## src/rtl/fetch_pkg.sv

```systemverilog
// Shared types and helpers for the instruction fetch stage.
// Latency: n/a (types and pure functions only).
// Backpressure: n/a.
package fetch_pkg;

    localparam int FETCH_ADDR_W = 32;
    localparam int FETCH_DATA_W = 32;
    localparam int INSTR_BYTES  = 4;

    // One queued instruction together with the address it was fetched from.
    typedef struct packed {
        logic [FETCH_ADDR_W-1:0] pc;
        logic [FETCH_DATA_W-1:0] instr;
    } fetch_entry_t;

    // Sequential PC step; wraps modulo 2^FETCH_ADDR_W.
    function automatic logic [FETCH_ADDR_W-1:0] pc_next(input logic [FETCH_ADDR_W-1:0] pc);
        return pc + FETCH_ADDR_W'(INSTR_BYTES);
    endfunction

endpackage

```

## src/rtl/sync_fifo.sv

```systemverilog
// Generic synchronous FIFO with push/pop/flush and occupancy count.
// Latency: a push is visible at head_o on the following cycle.
// Backpressure: push when full and pop when empty are ignored; flush wins over push/pop.
module sync_fifo #(
    parameter int WIDTH = 8,
    parameter int DEPTH = 4
) (
    input  logic                     clk_i,
    input  logic                     rst_i,
    input  logic                     flush_i,
    input  logic                     push_i,
    input  logic [WIDTH-1:0]         push_data_i,
    input  logic                     pop_i,
    output logic [WIDTH-1:0]         head_o,
    output logic                     full_o,
    output logic                     empty_o,
    output logic [$clog2(DEPTH):0]   count_o
);

    localparam int AW = $clog2(DEPTH);
    localparam int CW = AW + 1;
    localparam logic [CW-1:0] DEPTH_C = CW'(DEPTH);

    logic [WIDTH-1:0] mem_q [DEPTH];
    logic [AW-1:0]    wr_ptr_q, rd_ptr_q;
    logic [CW-1:0]    count_q;
    logic             do_push, do_pop;

    // Status flags and qualified push/pop.
    always_comb begin
        full_o  = (count_q == DEPTH_C);
        empty_o = (count_q == '0);
        count_o = count_q;
        head_o  = mem_q[rd_ptr_q];
        do_push = push_i && !full_o;
        do_pop  = pop_i && !empty_o;
    end

    // Pointer and count update; flush empties the queue in one cycle.
    always_ff @(posedge clk_i) begin
        if (rst_i || flush_i) begin
            wr_ptr_q <= '0;
            rd_ptr_q <= '0;
            count_q  <= '0;
        end else begin
            if (do_push) wr_ptr_q <= wr_ptr_q + AW'(1);
            if (do_pop)  rd_ptr_q <= rd_ptr_q + AW'(1);
            count_q <= count_q + CW'(do_push) - CW'(do_pop);
        end
    end

    // Storage array; contents are don't-care outside the valid window.
    always_ff @(posedge clk_i) begin
        if (do_push && !flush_i) mem_q[wr_ptr_q] <= push_data_i;
    end

endmodule

```

## src/rtl/instr_fetch.sv

```systemverilog
// Instruction fetch: owns the PC, issues in-order word requests, queues returned instructions for decode.
// Latency: memory-defined request->response; response->instr_valid is one cycle.
// Backpressure: requests are credit-limited (queued + in flight <= FIFO_DEPTH); decode stalls via instr_ready.
module instr_fetch
    import fetch_pkg::*;
#(
    parameter int                    DATA_WIDTH = FETCH_DATA_W,
    parameter int                    ADDR_WIDTH = FETCH_ADDR_W,
    parameter logic [ADDR_WIDTH-1:0] RESET_PC   = '0,
    parameter int                    FIFO_DEPTH = 4
) (
    input  logic                  clk,
    input  logic                  rst,
    input  logic                  redirect_valid,
    input  logic [ADDR_WIDTH-1:0] redirect_pc,
    output logic                  imem_req_valid,
    input  logic                  imem_req_ready,
    output logic [ADDR_WIDTH-1:0] imem_req_addr,
    input  logic                  imem_rsp_valid,
    input  logic [DATA_WIDTH-1:0] imem_rsp_data,
    output logic                  instr_valid,
    input  logic                  instr_ready,
    output logic [DATA_WIDTH-1:0] instr,
    output logic [ADDR_WIDTH-1:0] instr_pc
);

    localparam int CW = $clog2(FIFO_DEPTH) + 1;
    localparam logic [CW:0] CREDIT_LIMIT = (CW+1)'(FIFO_DEPTH);

    logic                  rst_q;
    logic [ADDR_WIDTH-1:0] fetch_pc_q, fetch_pc_d;
    logic [ADDR_WIDTH-1:0] rsp_pc_q, rsp_pc_d;
    logic [CW-1:0]         outstanding_q, outstanding_d;
    logic [CW-1:0]         drop_cnt_q, drop_cnt_d;

    logic [CW-1:0]         fifo_count;
    logic                  fifo_full, fifo_empty;
    fetch_entry_t          push_entry, head_entry;
    logic [CW:0]           credits_used;
    logic                  req_hs, rsp_drop, push, pop;

    // Credit check, handshakes and the drop decision for this cycle.
    always_comb begin
        credits_used   = {1'b0, outstanding_q} + {1'b0, fifo_count};
        imem_req_valid = !rst && !rst_q && !redirect_valid && (credits_used < CREDIT_LIMIT);
        imem_req_addr  = fetch_pc_q;
        req_hs         = imem_req_valid && imem_req_ready;
        rsp_drop       = imem_rsp_valid && (drop_cnt_q != '0);
        push           = imem_rsp_valid && !rsp_drop;
        push_entry.pc    = rsp_pc_q;
        push_entry.instr = imem_rsp_data;
        instr_valid    = !rst && !fifo_empty;
        instr          = head_entry.instr;
        instr_pc       = head_entry.pc;
        pop            = instr_valid && instr_ready;
    end

    // Next PCs and counters; a redirect overrides everything and marks all in-flight requests stale.
    always_comb begin
        outstanding_d = outstanding_q + CW'(req_hs) - CW'(imem_rsp_valid);
        drop_cnt_d    = drop_cnt_q - CW'(rsp_drop);
        fetch_pc_d    = fetch_pc_q;
        rsp_pc_d      = rsp_pc_q;
        if (req_hs) fetch_pc_d = pc_next(fetch_pc_q);
        if (push)   rsp_pc_d   = pc_next(rsp_pc_q);
        if (redirect_valid) begin
            fetch_pc_d = redirect_pc;
            rsp_pc_d   = redirect_pc;
            drop_cnt_d = outstanding_d;
        end
    end

    // State registers; rst_q keeps requests off for one cycle after reset.
    always_ff @(posedge clk) begin
        if (rst) begin
            rst_q         <= 1'b1;
            fetch_pc_q    <= RESET_PC;
            rsp_pc_q      <= RESET_PC;
            outstanding_q <= '0;
            drop_cnt_q    <= '0;
        end else begin
            rst_q         <= 1'b0;
            fetch_pc_q    <= fetch_pc_d;
            rsp_pc_q      <= rsp_pc_d;
            outstanding_q <= outstanding_d;
            drop_cnt_q    <= drop_cnt_d;
        end
    end

    sync_fifo #(
        .WIDTH ($bits(fetch_entry_t)),
        .DEPTH (FIFO_DEPTH)
    ) u_queue (
        .clk_i       (clk),
        .rst_i       (rst),
        .flush_i     (redirect_valid),
        .push_i      (push),
        .push_data_i (push_entry),
        .pop_i       (pop),
        .head_o      (head_entry),
        .full_o      (fifo_full),
        .empty_o     (fifo_empty),
        .count_o     (fifo_count)
    );

    // The credit rule makes these impossible with a well-behaved memory.
    a_no_overflow:  assert property (@(posedge clk) disable iff (rst) !(push && fifo_full));
    a_rsp_expected: assert property (@(posedge clk) disable iff (rst) imem_rsp_valid |-> (outstanding_q != '0));
    a_drop_bound:   assert property (@(posedge clk) disable iff (rst) drop_cnt_q <= outstanding_q);

endmodule

```

## config.mk

```make
export PLATFORM = sky130hd
export DESIGN_NAME = instr_fetch
export DESIGN_NICKNAME = d
export VERILOG_FILES = /design/src/rtl/fetch_pkg.sv /design/src/rtl/sync_fifo.sv /design/src/rtl/instr_fetch.sv
export SDC_FILE = /design/constraint.sdc
export NUM_CORES = 1
export LEC_CHECK = 0
export CAP_MARGIN = 20
export CORE_MARGIN = 3
export CORE_UTILIZATION = 30
export CTS_BUF_LIST = sky130_fd_sc_hd__clkbuf_8
export DETAILED_ROUTE_END_ITERATION = 16
export GPL_ROUTABILITY_DRIVEN = 0
export GPL_TIMING_DRIVEN = 0
export MAX_ROUTING_LAYER = met4
export SETUP_SLACK_MARGIN = 0.3
export SLEW_MARGIN = 20
export SYNTH_ARGS = -nofsm -noshare
export SYNTH_HDL_FRONTEND = slang
export SYNTH_HIERARCHICAL = 1
export SYNTH_SLANG_ARGS = --single-unit
export TNS_END_PERCENT = 100
```

## constraint.sdc

```tcl
create_clock -name clk -period 9 [get_ports clk]
set_clock_uncertainty 0.2 [all_clocks]
set_input_delay 1.8 -clock clk [delete_from_list [all_inputs] [get_ports clk]]
set_output_delay 1.8 -clock clk [all_outputs]
set_load 0.05 [all_outputs]
```

After elaboration in Yosys (flattened, before gate mapping). Memory sizes are Yosys's and may differ from the RTL's. A register that Yosys moved wholly into a read port is not among the register bits. Cells that the tools add are included.

Logic and storage cells: 53. Latch bits: 0. Memories kept: 1. Bits in registers: 78. Output and inout port bits: 98. RAM bits: 256. ROM bits: 0.

Memories: u_queue.mem_q (depth 4, bits a word 64, read ports 1, clocked after memory_dff 1, write ports 1, line sync_fifo.sv:24) `logic [WIDTH-1:0] mem_q [DEPTH];`.

Multiply operators: 0. Equal/unequal tests: 1. Add/subtract/negate cells: 10. Bitwise operators: 0. Muxes and demuxes: 10. Shift operators: 0. Divide/modulo/power cells: 0. Magnitude comparators: 1. Reductions and logical operators: 22.

Operators by type and width (count): $mux W32 (4); $add A32 B3 Y32 const B (2); $logic_and A1 B1 Y1 (11); $sub A3 B1 Y3 (3); $add A3 B1 Y3 (2); $logic_not A1 Y1 (6); $add A2 B1 Y2 const B (2); $add A3 B3 Y4 (1); $lt A4 B3 Y1 const B (1); $mux W2 (2); $reduce_bool A2 Y1 (2); $eq A3 B3 Y1 const B (1); $logic_not A3 Y1 (1); $mux W1 (3); $mux W3 (1); $reduce_bool A3 Y1 (1); $logic_or A1 B1 Y1 (1).

Longest topological paths before layout. Gate-level depths: netlist (run 1).

Depth after elaboration: 8. Gate-level depth with buffers: 13.

By module. Netlist (run 1), hierarchy kept.

Modules (own cells, without submodules): sync_fifo (instances 1, area an instance 9796.9 um^2, sequential area each 7867.5 um^2, cells an instance 384); instr_fetch (instances 1, area an instance 3852.4 um^2, sequential area each 1421.4 um^2, cells an instance 475).

Worst setup path before layout (run 1). Ideal clock, no wire load.

Path kind: input-to-reg. Start point: in imem_rsp_valid. End point: mem u_queue/mem_q[1][0] (netlist name) (enable). Stages on the path: 5. Library setup time: 0.578 ns. Data arrival time: 7.293 ns. Setup slack: 0.929 ns. Required time: 8.222 ns. Cell sequence: or4b_4 inv_1 nand2b_1 buf_4 nor3b_1.

Word-level cells in the longest chain between the ends: 7.

Ends and longest elaborated chain: from (decl) (line instr_fetch.sv:19) `input logic imem_rsp_valid,`; $logic_and A1 B1 Y1 (line instr_fetch.sv:48) `rsp_drop = imem_rsp_valid && (drop_cnt_q != '0);`; $logic_not A1 Y1 (line instr_fetch.sv:49) `push = imem_rsp_valid && !rsp_drop;`; $logic_and A1 B1 Y1 (*) (line instr_fetch.sv:49); via push (line instr_fetch.sv:40) `logic req_hs, rsp_drop, push, pop;`; $logic_and A1 B1 Y1 (*) (line sync_fifo.sv:35) `do_push = push_i && !full_o;`; $logic_and A1 B1 Y1 (*) (line sync_fifo.sv:54) `if (do_push && !flush_i) mem_q[wr_ptr_q] <= push_data_i;`; $mux W1 (*) (line sync_fifo.sv:54); $mux W1 (implied by the code) (*) (line sync_fifo.sv:54); to (decl) (line sync_fifo.sv:24).

The timed path passes the listed nets; every way through them passes the cells marked *.

Worst setup path in the final report (run 1).
Start point: in rst. End point: out imem_req_valid.

Word-level cells in the longest chain between the ends: 4.

Ends and longest elaborated chain: from (decl) (line instr_fetch.sv:13) `input logic rst,`; $logic_not A1 Y1 (line instr_fetch.sv:45) `imem_req_valid = !rst && !rst_q && !redirect_valid && (credits_used < CREDIT_LIMIT);`; $logic_and A1 B1 Y1 (3 in series) (line instr_fetch.sv:45); to (decl) (line instr_fetch.sv:16) `output logic imem_req_valid,`.

No other way between the ends.

==> flow_metrics.tcl, run 1 <==
set metrics [dict create \
    arrival_ns 3.98 \
    die-area_sq_mm 0.0481 \
    routed_wl_mm 33.7 \
    timing.final.crit_share 0.665 \
    dp_hpwl_mm 24.1 \
    fin_util 0.391 \
    grt_pass1_vias 8509 \
    crit_type "in -> out" \
    clock_path_buffers 3 \
    max_cap_viol_count 0 \
    nets 1204 \
    fp.coreArea_sq_mm 0.0446 \
    drt.antenna.violating_nets 0 \
    final_cells 1753 \
    path_cells "clkdlybuf4s50_1 > clkbuf_1 > nor2_1 > and3_1 > clkdlybuf4s50_1" \
    synth_cell_types 58 \
    synthArstFlopShare 0 \
    start_util 0.306 \
    power.static_leakage_nw 5.75 \
    gr-total-overflow 0 \
    setup_viol 0 \
    timing.rr.end "drop_cnt_q[2]" \
    pre_cts_slack_ns 2.96 \
    tns_ns 0 \
    p_total_mw 3.49 \
    worstMarginPinSlew_ns 0.871 \
    first_iter_violations 600 \
    multi_input_area_sq_mm 0.00399 \
    whs_ns 0.276 \
    cts_hold_buf 0 \
    cts_tree "yes" \
    die_y_um 219 \
    fin_crit_ns 5.98 \
    vias 8413 \
    netlist_area_sq_mm 0.0136 \
    cts_root_buf "clkbuf_8" \
    grt_usage 0.143 \
    place_area_sq_mm 0.0163 \
    num_rows 77 \
    min_to "imem_req_addr[1]" \
    diodes 0 \
    first_pass_iters 5 \
    yosysSeqAreaShare 0.681 \
    synth_flop_cell "edfxtp_1" \
    final_common_cell "edfxtp_1" \
    cpPeakStageDelay_ns 0.81 \
    yosys-top-cells-area "edfxtp_1 56%, dfxtp_1 12%, mux4_2 9.9%" \
    finish.instance_area_sq_mm 0.0174 \
    ys_ff_latch 336 \
    ir_worst_vdd_mv 0.0993 \
    synth_top_area_cell "edfxtp_1" \
    outcome "finished clean" \
    cts.clk_slew.worst_paths_ns 0.06 \
    ys_warn_count 6 \
    numCtsBuffers 56 \
    end_kind "output port" \
    cts.sinks 336 \
    reg2reg_slack_ns 4.94 \
    port_buffers 166 \
    grt_pass1_wl_mm 51.0 \
    crit_required_ns 7.00 \
    ff_latch_area_sq_mm 0.00929 \
    vias_per_cell 4.80 \
    critPathMostFrequentCell "clkdlybuf4s50_1" \
    top_level_ports 168 \
    wl_per_cell_um 19.2 \
    final.setup.worst_slack_ns 3.02 \
    final_cell_mix "256 x edfxtp_1, 166 x clkdlybuf4s50_1, 80 x dfxtp_1, 61 x clkbuf_8, 60 x mux4_2" \
    syn_nets 945 \
    slew_headroom 0.415 \
    r2r_cells 13 \
    synthToLayoutAreaGrowth_pct 27.7 \
    synth_edf_count 256 \
    holdPathStages 2 \
    cp-start-kind "primary input" \
    grt_max_degree 15 \
    post_cts_buffers 0 \
    rsz0062_at_grt "no" \
    drive_above_1_share 0.169 \
    antenna_found_initial 0 \
    hold_violations 0 \
    fmax_mhz 167 \
    min_from "imem_req_addr[1]" \
    slew_viol_final 0 \
    synth.top_cell.area_share 0.563 \
    final.fill_count 4196 \
    clock_latency_ns 0.62 \
    dp_cells 1652 \
    postSynthAreaPerCell_sq_um 15.9 \
    cts-htree-levels 2 \
    drc 0 \
    slowest_stage "clkdlybuf4s50_1" \
    hold_path_class "reg -> reg" \
    chipWidth_um 219 \
    power-per-cell-area_mw_per_mm2 200 \
    synth_cells 859 \
    cts_resized 0 \
    timing.rr.start "u_queue/count_o[2]" \
    crit_path_max_fanout 8 \
]
-- where the power goes --
group / internal (mW) / leakage, nW / switching [mW]
logic: 0.152 / 2.13 / 0.243
clock network: 0.708 / 0.616 / 0.600
registers: 1.73 / 3.00 / 0.0497
total: 2.59 / 5.75 / 0.893
-- how the worst max path moves through the flow --
stage                        start                   to  slack [ns]  cells past startpoint
global placement    imem_rsp_valid  u_queue/mem_q[1][1]       -4.21                      6
finish                         rst       imem_req_valid        3.02                      5
floorplan           imem_rsp_valid  u_queue/mem_q[1][0]        0.93                      5
global route                   rst       imem_req_valid        2.94                      5
CTS                            rst       imem_req_valid        2.97                      5
detailed placement             rst       imem_req_valid        2.96                      5
-- per-layer routing --
layer	track usage	part of all wire	vias to the layer above
met5	-	0	-
met4	0.0423	0.018	0
met3	0.0320	0.065	41
met2	0.217	0.46	302
met1	0.194	0.46	4171
li1	-	-	3899
-- worst max-delay path: cells and delay by family --
family                 cells  cell delay (ns)
buffers and inverters      3             1.60
and+or+nand+nor            2             0.57
-- area by class of cell --
| cell class | count | share of cell area |
|---|---|---|
| flip-flops and latches | 336 | 0.533 |
| multi-input cells | 452 | 0.229 |
| repair buffers | 201 | 0.111 |
| clock buffers | 61 | 0.0481 |
| clock inverters | 40 | 0.0142 |
| inverters | 27 | 0.00581 |
| well taps | 592 | 0.0425 |
| plain buffers | 44 | 0.0166 |
-- cell usage after synthesis (all sizes together), types with 6 or more instances --
library cell,number
a211oi,18
a21boi,11
a21oi,26
a31oi,17
and2,8
and3,6
and4,8
buf,16
clkbuf,28
dfxtp,80
edfxtp,256
ha,14
inv,27
mux2i,7
mux4,64
nand2,49
nand3,21
nand4,25
nor2,45
nor3,18
nor4,7
o21ai,12
or3,8
xnor2,26
xor2,11
-- registers in the layout (all words and copies together), names as in the netlist, named ones only --
signal / flops
u_queue/mem_q: 256
rst_q: 1
outstanding_q: 3
u_queue/count_o: 3
u_queue/wr_ptr_q: 2
drop_cnt_q: 3
imem_req_addr: 32
rsp_pc_q: 32
u_queue/rd_ptr_q: 2
-- kinds of logic (layout without fill, tap and decap cells) --
kind of cell / count (synthesis) / after routing / share of synthesized area
AOI/OAI and AO/OA: 112 / 112 / 0.0548
muxes: 71 / 71 / 0.112
and+or+nand+nor: 216 / 216 / 0.0846
adders and majority gates: 16 / 16 / 0.0158
xor gates and xnor gates: 37 / 37 / 0.0237
DFF: 336 / 336 / 0.681
buffers and inverters: 71 / 373 / 0.0287
(Power assumes the default switching activity.)
==> run 2: changes to the inputs <==
- clock period: 9 -> 5.1 ns (I/O delays scaled with it)
==> run 2 against run 1 <==
Sequential share of layout area shrank 0.37 points. Routed wire length is 2.0% lower. Critical path depth stayed put. Register-to-register slack lost 3.6 ns. Worst hold slack lost 0.012 ns. Global-route usage fell by 0.18 points. Via count down 1.0%. Power up 80%. Combinational power increased by 79%. Largest power group unchanged.
==> flow_metrics.tcl, run 2 (same netlist as run 1, synthesis figures left out) <==
set metrics [dict create \
    setup_viol 0 \
    final_common_cell "edfxtp_1" \
    grt_pass1_vias 8552 \
    cts.clk_slew.worst_paths_ns 0.06 \
    slew_viol_final 0 \
    timing.final.crit_share 0.861 \
    diodes 0 \
    power.static_leakage_nw 5.75 \
    clock_path_buffers 3 \
    worstMarginPinSlew_ns 0.942 \
    clock_latency_ns 0.64 \
    routed_wl_mm 33.1 \
    final.fill_count 4085 \
    die_y_um 219 \
    grt_pass1_wl_mm 50.4 \
    fin_crit_ns 4.39 \
    whs_ns 0.264 \
    hold_path_class "reg -> reg" \
    hold_violations 0 \
    fin_util 0.394 \
    cts.sinks 336 \
    ir_worst_vdd_mv 0.180 \
    slew_headroom 0.367 \
    pre_cts_slack_ns -0.0717 \
    reg2reg_slack_ns 1.32 \
    nets 1191 \
    numCtsBuffers 55 \
    cp-start-kind "primary input" \
    dp_cells 1640 \
    port_buffers 166 \
    drt.antenna.violating_nets 0 \
    power_frac_comb 0.113 \
    top_level_ports 168 \
    path_cells "clkdlybuf4s50_1 > clkbuf_1 > nor2_1 > and3_1 > clkdlybuf4s50_1" \
    antenna_found_initial 0 \
    wl_per_cell_um 19.0 \
    met3_usage 0.0345 \
    first_iter_violations 515 \
    outcome "finished clean" \
    cts_root_buf "clkbuf_8" \
    power-per-cell-area_mw_per_mm2 356 \
    drive_above_1_share 0.164 \
    slowest_stage "clkdlybuf4s50_1" \
    grt_usage 0.141 \
    start_util 0.306 \
    vias_per_cell 4.79 \
    top_register "u_queue/mem_q" \
    end_kind "output port" \
    dp_hpwl_mm 23.5 \
    die-area_sq_mm 0.0481 \
    critPathMostFrequentCell "clkdlybuf4s50_1" \
    cts_tree "yes" \
    largest_reg_flops 256 \
    drc 0 \
    crit_family "buffers and inverters" \
    rsz0062_at_grt "no" \
    power_switching_mw 1.60 \
    vias 8327 \
    arrival_ns 3.17 \
    met1_usage 0.189 \
    fmax_mhz 228 \
    grt_util_met2 0.217 \
    cts-htree-levels 2 \
    p_int_mw 4.66 \
    switching_share 0.255 \
    multi_input_area_sq_mm 0.00401 \
    final.setup.worst_slack_ns 0.710 \
    max_cap_viol_count 0 \
    ff_latch_area_sq_mm 0.00929 \
    synthToLayoutAreaGrowth_pct 28.6 \
    chipWidth_um 219 \
    final_cell_mix "256 x edfxtp_1, 166 x clkdlybuf4s50_1, 80 x dfxtp_1, 60 x mux4_2, 56 x clkbuf_8" \
    gr-total-overflow 0 \
    gr-max-usage-layer "met2" \
    tns_ns 0 \
    crit_required_ns 3.88 \
    final_cells 1740 \
    fp.coreArea_sq_mm 0.0446 \
    power_frac_clock 0.385 \
    num_rows 77 \
    post_cts_buffers 0 \
    critical_path_buf_inv_count 3 \
    cpPeakStageDelay_ns 0.82 \
    crit_type "in -> out" \
    power_frac_seq 0.503 \
    crit_path_max_fanout 8 \
    first_pass_iters 5 \
    grt_max_degree 16 \
]
==> run 2: cell types whose count changed in the layout (fill, tap and decap cells not counted), moves of 3 or more <==
cell / change
clkbuf_8: -5
clkinv_2: +4
nor3b_4: +4
buf_4: -31
buf_8: +7
nor3b_2: -4
buf_16: +3
buf_6: +9
inv_1: -3
bufinv_16: +3
==> run 2: worst paths after layout <==
path | startpoint | end | cells after the start
setup reg to reg | u_queue/count_o[2] | drop_cnt_q[2] | 13
hold reg to reg | imem_req_addr[0] | imem_req_addr[0] | 2
setup / recovery | rst | imem_req_valid | 5
hold / removal | imem_req_addr[0] | imem_req_addr[0] | 2
==> run 2: routing by layer <==
metal / up-vias / wire (um)
met2: 300 / 15200
li1: 3881 / -
met4: 0 / 607
met1: 4097 / 15000
met3: 49 / 2290
met5: - / 0
==> run 2: what timing repair did <==
action                     4_1_cts  5_1_grt
hold endpoints to repair         0        0
setup endpoints to repair        0        1
hold buffers                     0        0
resized for setup                0        2
==> run 2: area by class of cell <==
| cell class | instances | share of cell area |
|---|---|---|
| Buffer | 44 | 0.0166 |
| Clock buffer | 56 | 0.0439 |
| Clock inverter | 44 | 0.0203 |
| Inverter | 27 | 0.00577 |
| Multi-Input combinational cell | 452 | 0.229 |
| Sequential cell | 336 | 0.529 |
| Tap cell | 592 | 0.0422 |
| Timing Repair Buffer | 189 | 0.114 |
==> run 2: power groups by stage <==
| stage | sequential [mW] | clock (mW) | combinational, mW |
|---|---|---|---|
| floorplan | 3.23 | 0 | 0.372 |
| global placement | 3.21 | 0 | 0.681 |
| detailed placement | 3.20 | 0 | 0.712 |
| CTS | 3.15 | 2.50 | 0.716 |
| global route | 3.16 | 2.61 | 0.757 |
| finish | 3.14 | 2.41 | 0.707 |
==> run 2: tightest hold or removal path, stage by stage, from the launching register on <==
cell,delay [ns]
dfxtp_1,0.31
nand2_1,0.05
a21oi_1,0.05
==> run 2: through the flow <==
step	area [sq um]	total power [mW]
after global routing	17600	6.53
after floorplan	13700	3.60
final	17600	6.26
after CTS	17600	6.36
after global placement	16100	3.89
after detailed placement	16400	3.91
